$ cat config.mk
export PLATFORM = sky130hd
export DESIGN_NAME = dlx_ifetch
export DESIGN_NICKNAME = d
export VERILOG_FILES = /design/src/rtl/dlx_ifetch.sv
export SDC_FILE = /design/constraint.sdc
export NUM_CORES = 1
export LEC_CHECK = 0
export CAP_MARGIN = 40
export CORE_MARGIN = 4
export CORE_UTILIZATION = 30
export DETAILED_ROUTE_END_ITERATION = 8
export PLACE_DENSITY = 0.63
export SLEW_MARGIN = 0
export SYNTH_ARGS = -nofsm -noshare
export SYNTH_HDL_FRONTEND = slang
export SYNTH_SLANG_ARGS = --single-unit
$ cat constraint.sdc
create_clock -name clk -period 2.6 [get_ports clk]
set_input_delay 0.52 -clock clk [delete_from_list [all_inputs] [get_ports clk]]
set_output_delay 0.52 -clock clk [all_outputs]
set_load 0.005 [all_outputs]
$ cat src/rtl/dlx_ifetch.sv
// DLX instruction fetch stage: owns the PC, fetches over a ready handshake and fills a one-entry slot for the decoder.
// Optional macro IFETCH_ALIGN_CHECK_EN: misaligned redirects trap to TRAP_VECTOR and pulse fetch_misalign.
module dlx_ifetch #(
  parameter logic [31:0] RESET_PC    = 32'h0000_0000,
  parameter logic [31:0] TRAP_VECTOR = 32'h0000_0100
) (
  input  logic        clk,
  input  logic        reset,
  output logic        imem_req,
  output logic [31:0] imem_addr,
  input  logic        imem_ready,
  input  logic [31:0] imem_rdata,
  input  logic        stall,
  input  logic        redirect_valid,
  input  logic [31:0] redirect_target,
  output logic [31:0] ins,
  output logic        ins_valid,
  output logic [31:0] ins_pc,
  output logic [31:0] pc_plus4,
  output logic        fetch_misalign
);

  typedef enum logic [1:0] {S_FETCH, S_HOLD, S_DISCARD} state_t;

  state_t      state_q, state_d;
  logic [31:0] pc_q, pc_d;
  logic [31:0] stale_addr_q, stale_addr_d;
  logic [31:0] ins_q, ins_d;
  logic [31:0] ins_pc_q, ins_pc_d;
  logic [31:0] pc_plus4_q, pc_plus4_d;
  logic        ins_valid_q, ins_valid_d;
  logic        misalign_q, misalign_d;
  logic [31:0] redirect_pc;
  logic        redirect_misaligned;

`ifdef IFETCH_ALIGN_CHECK_EN
  assign redirect_misaligned = (redirect_target[1:0] != 2'b00);
  assign redirect_pc         = redirect_misaligned ? TRAP_VECTOR : redirect_target;
`else
  logic unused_align_inputs;
  assign unused_align_inputs = ^{redirect_target[1:0], TRAP_VECTOR};
  assign redirect_misaligned = 1'b0;
  assign redirect_pc         = {redirect_target[31:2], 2'b00};
`endif

  // A stale request keeps presenting its original address until the memory completes it.
  assign imem_req       = (state_q != S_HOLD);
  assign imem_addr      = (state_q == S_DISCARD) ? stale_addr_q : pc_q;
  assign ins            = ins_q;
  assign ins_valid      = ins_valid_q;
  assign ins_pc         = ins_pc_q;
  assign pc_plus4       = pc_plus4_q;
  assign fetch_misalign = misalign_q;

  always_comb begin
    state_d      = state_q;
    pc_d         = pc_q;
    stale_addr_d = stale_addr_q;
    ins_d        = ins_q;
    ins_valid_d  = ins_valid_q;
    ins_pc_d     = ins_pc_q;
    pc_plus4_d   = pc_plus4_q;
    misalign_d   = redirect_valid && redirect_misaligned;

    if (redirect_valid) begin
      ins_valid_d = 1'b0;
      ins_d       = 32'h0;
      pc_d        = redirect_pc;
      case (state_q)
        S_FETCH: begin
          if (imem_ready) begin
            state_d = S_FETCH;
          end else begin
            state_d      = S_DISCARD;
            stale_addr_d = pc_q;
          end
        end
        S_HOLD:    state_d = S_FETCH;
        S_DISCARD: state_d = imem_ready ? S_FETCH : S_DISCARD;
        default:   state_d = S_FETCH;
      endcase
    end else begin
      // An unstalled live slot is taken by the decoder on this edge.
      if (ins_valid_q && !stall) begin
        ins_valid_d = 1'b0;
        ins_d       = 32'h0;
      end
      case (state_q)
        S_FETCH: begin
          if (imem_ready) begin
            ins_d       = imem_rdata;
            ins_valid_d = 1'b1;
            ins_pc_d    = pc_q;
            pc_plus4_d  = pc_q + 32'd4;
            pc_d        = pc_q + 32'd4;
            state_d     = stall ? S_HOLD : S_FETCH;
          end
        end
        S_HOLD: begin
          if (!stall) state_d = S_FETCH;
        end
        S_DISCARD: begin
          if (imem_ready) state_d = S_FETCH;
        end
        default: state_d = S_FETCH;
      endcase
    end
  end

  always_ff @(posedge clk) begin
    if (reset) begin
      state_q      <= S_FETCH;
      pc_q         <= RESET_PC;
      stale_addr_q <= 32'h0;
      ins_q        <= 32'h0;
      ins_valid_q  <= 1'b0;
      ins_pc_q     <= 32'h0;
      pc_plus4_q   <= 32'h0;
      misalign_q   <= 1'b0;
    end else begin
      state_q      <= state_d;
      pc_q         <= pc_d;
      stale_addr_q <= stale_addr_d;
      ins_q        <= ins_d;
      ins_valid_q  <= ins_valid_d;
      ins_pc_q     <= ins_pc_d;
      pc_plus4_q   <= pc_plus4_d;
      misalign_q   <= misalign_d;
    end
  end

endmodule

After elaboration in Yosys (flattened, before gate mapping)
Index checks and enable logic that the tools add are counted.

storage, ports and cells
  logic and storage cells = 47
  bits in latches = 0
  memories = 0
  input bits = 69
  ROM bits = 0
  flip-flop bits (word level) = 163
  RAM bits = 0

cells by class
  equality and inequality tests = 6
  $lt $le $gt $ge = 0
  div/mod/pow operators = 0
  shift operators = 0
  add/subtract/negate cells = 1
  bitwise operators = 2
  reductions and logical operators = 12
  $mul = 0
  muxes and demuxes = 18

operator list
  operator                                                         count
  32-bit two-way mux                                               7
  32-bit by 3-bit adder with 32-bit output, second input constant  1
  2-bit two-way mux                                                6
  3-bit != test, second input constant                             3
  3-bit AND reduction                                              3
  2-bit one-hot mux with 3 select lines                            1
  1-bit two-way mux                                                4
  2-bit AND reduction                                              2
  2-bit nonzero test                                               2
  2-bit OR reduction                                               2
  2-bit by 1-bit == test with 1-bit output, second input constant  1
  2-bit == test, second input constant                             1
  2-bit logical NOT                                                1
  2-bit by 1-bit != test with 1-bit output, second input constant  1
  1-bit NOT                                                        2
  1-bit logical AND                                                1
  1-bit logical NOT                                                1

Longest topological paths before layout
  depth in word-level cells = 5
  depth in mapped cells = 7
  mapped depth without buffers = 5

Worst setup path before layout
Ideal clock, no wire load.

  kind = reg2reg
  start point = reg pc_q[3]
  end point = reg pc_plus4_q[30] (netlist: pc_plus4[30])
  cell stages (with the launch flop) = 6
  arrival time = 2027 ps
  required time = 2509 ps
  library setup time = 91 ps
  path slack = 482 ps
  cells stage by stage = dfxtp_1 ha_1 nand3_4 or4_4 or4_1 a311oi_1

between the ends
  cells in the longest elaborated chain, start to end = 1

ends and longest elaborated chain
  item                                      RTL line  source
  start, declared                           26        logic [31:0] pc_q, pc_d;
  start signal, assigned                    122       pc_q <= pc_d;
  32-bit by 3-bit adder with 32-bit output  94        pc_plus4_d = pc_q + 32'd4;
  end signal, assigned                      127       pc_plus4_q <= pc_plus4_d;
  end, declared                             30        logic [31:0] pc_plus4_q, pc_plus4_d;

Every way passes these cells.
A chain may end at the register's enable or synchronous reset.

Final worst setup path
  start point = reg pc_q[21]
  end point = out imem_addr[21]

between the ends
  cells in the longest elaborated chain, start to end = 1

ends and longest elaborated chain
  item                RTL line  source
  32-bit two-way mux  48        assign imem_addr = (state_q == S_DISCARD) ? stale_addr_q : pc_q;
  end, declared       10        output logic [31:0] imem_addr,

Every way passes these cells.

==> summary.md <==
| Metric | Value |
|---|---|
| Outcome | complete, no violations |
| Fin nets | 1136 |
| Dpl cell area | ~9600 um^2 |
| IO Port Bufs | 190 |
| Syn Inst Count | between 800 and 900 |
| Initial Util | 0.305 |
| Fin crit share | 0.972 |
| Async SR Flop Fraction | 0 |
| Drt wl/cell | roughly 17 um |
| Max cap viols | 0 |
| Leakage | 3.64 nW |
| Hold buffer count at CTS | 0 |
| Final instance area | 10200 um^2 |
| Initial antenna violation count | 1 |
| Worst-path cell chain | inv_1 -> o21ai_0 -> clkdlybuf4s50_1 |
| #FFs+latches synth | 155 |
| Syn-to-layout area delta | 42.1% |
| Iteration count of the initial detailed-routing pass | 6 |
| Max Clock Skew | 21.2 ps |
| Die Span Y | 163 um |
| Final setup violation count | 0 |
| Vias in the first global route | approximately 6500 |
| Slew HR | 0.613 |
| CTS tree | yes |
| HPWL Detailed | 17400 um |
| Cell Area, Synth | ~7200 um^2 |
| Yosys Warn Count | 0 |
| Critical Path Source Type | register |
| Placement row count | 56 |
| Worst-path maximum fanout | 10 |
| Worst setup EP type | output port |
| Num CTS Buffers | 17 |
| Post-synth EDFFs | 0 |
| Hold Crit Class | reg2reg |
| Core Footprint | between 20000 and 25000 um^2 |
| Drt initial violations | 545 |
| Largest net degree at the start of global routing | 123 |
| Global-route wire length before repair | 37100 um |
| Clock latency on the worst-skew pair | 440 ps |
| Synth unique cells | 60 |
| F_max | 0.396 GHz |
| Layout cells sized above 1 | 0.126 |
| Clk buf depth | 2 |
| Register area share after synthesis | 0.432 |
| Worst Path Arrival | 2010 ps |
| Kind of critical path | reg2out |
| Hold WS | 453 ps |
| Min Tclk post-route | 2530 ps |
| Worst-Margin Slew | 580 ps |
| Post-route ant nets | 0 |
| WL final | 24200 um |
| CTS Sinks | about 160 |
| H-tree depth | 4 |
| Clk slew on worst S/H paths | 70 ps |
| Overall routing resource usage | 0.177 |
| DP Cell Count | about 1400 |
| DR vias/cell | between 5 and 6 |
| Gpl congestion | 0.878 |
| Non-filler cells, final | 1399 |
| Routed via count | 7092 |
| Slowest cell on crit path | clkdlybuf4s50_1 |
| Final Hold Fails | 0 |
| Die area | 26500 um^2 |
| Pwr dens | 580 nW/um^2 |
| DRC viols | 0 |
| Slowest stage delay, CP | around 570 ps |
| Main synth FF type | dfxtp_1 |
| Synth Area per Inst | slightly above 8 um^2 |
| CTS root buffer | clkbuf_16 |
| Peak VDD IR | around 440 uV |
| Die span in x | 163 um |
| Gr ovfl total | 0 |
| Worst Path Required | 2080 ps |
| Ports | 200 |
| Final Slew Violations | 0 |
## power by group
part	total, mW	switching (mW)	internal, mW	leakage, nW
combinational	0.862	0.407	0.454	2.10
clock	2.45	1.09	1.36	0.269
sequential	2.60	0.118	2.48	1.27
## final cells by class
type,instances,area [um^2]
antenna,1,2.50
clock buffer,18,439
clock inverter,14,135
fill,2364,13300
inverter,11,41.3
multi-input combinational,631,3630
sequential,155,3110
tap,319,399
timing repair buffer,250,2450
## repair_timing
action	in CTS	in global routing
cloned	0	1
setup endpoints to repair	30	29
setup buffers	0	1
resized for setup	1	21
hold endpoints to repair	0	0
## worst max-delay path, delay by kind of cell (launching register included)
family | cells | cell delay [ps]
AO/OA/AOI/OAI | 1 | 300
buffers and inverters | 2 | 740
flip-flops | 1 | 540
## metrics by stage
stage,power (mW),TNS [ps],util,setup WS (ps)
2_1_floorplan,3.04,0,-,482
3_3_place_gp,3.51,0,0.406,96.3
3_5_place_dp,3.52,0,0.406,20.1
4_1_cts,5.98,-92.9,0.430,-25.6
5_1_grt,6.18,-0.254,0.433,-0.254
6_report,5.92,0,0.434,72.5
## synthesized netlist by cell type, types with 3 or more instances
cell type | n | area, um^2
nand2_1 | 174 | 653
dfxtp_1 | 155 | 3100
a21oi_1 | 97 | 485
nor2_1 | 59 | 221
clkbuf_1 | 52 | 195
nand3_1 | 48 | 240
a211oi_1 | 29 | 218
mux2_2 | 28 | 315
a311oi_1 | 20 | 175
buf_1 | 17 | 63.8
o21ai_0 | 17 | 85.1
buf_4 | 16 | 120
xnor2_1 | 14 | 123
nand4_1 | 13 | 81.3
nor4_1 | 12 | 75.1
or3_1 | 12 | 75.1
buf_2 | 11 | 55.1
and4_1 | 10 | 87.6
inv_1 | 10 | 37.5
and3_1 | 9 | 56.3
nor3_1 | 9 | 45.0
or4_1 | 8 | 60.1
xor2_1 | 8 | 70.1
o31ai_1 | 6 | 45.0
a2111oi_1 | 3 | 30.0
a221oi_1 | 3 | 26.3
nand2b_1 | 3 | 18.8
nor3b_1 | 3 | 22.5
## layout by cell type (no fill, tap or decap), types with 11 or more instances in the layout
cell type        count
nand4_1             13
dfxtp_1            154
nand2_1            174
mux2_2              28
buf_4               54
or3_1               12
clkbuf_16           17
nand3_1             48
nor4_1              11
a211oi_1            29
nor2_1              59
xnor2_1             14
a311oi_1            20
o21ai_0             17
clkdlybuf4s50_1    177
a21oi_1             97
dlymetal6s2s_1      12
## cells by family after synthesis
family / count (synthesis) / synth area share
multiplexers: 28 / 0.0439
AND/OR/NAND/NOR: 380 / 0.256
adder cells (fa/ha/maj): 1 / 0.00174
flip-flops: 155 / 0.432
XOR/XNOR: 22 / 0.0268
buffers and inverters: 109 / 0.0693
AO/OA/AOI/OAI: 193 / 0.170
other: 1 / 0.000522
## sequential cells by signal (all words and copies together), names as in the netlist
signal	flops
ins_pc	30
ins_valid	1
state_q	2
stale_addr_q	30
pc_plus4	30
pc_q	30
ins	32
## worst paths after layout
| kind | from | endpoint | slack [ps] | depth (start not counted) |
|---|---|---|---|---|
| max | pc_q[21] | imem_addr[21] | 70 | 3 |
| min | stale_addr_q[18] | stale_addr_q[18] | 450 | 2 |
| max reg2reg | pc_q[2] | pc_plus4[30] | 310 | 5 |
| min reg2reg | stale_addr_q[18] | stale_addr_q[18] | 450 | 2 |
## routing by layer
metal	GRT usage	vias up	wire length, um
li1	-	3486	-
met1	0.236	3292	10500
met2	0.266	281	10800
met3	0.0747	33	2470
met4	0.0465	0	430
met5	0	-	0
Power figures use the tool's default switching activity.
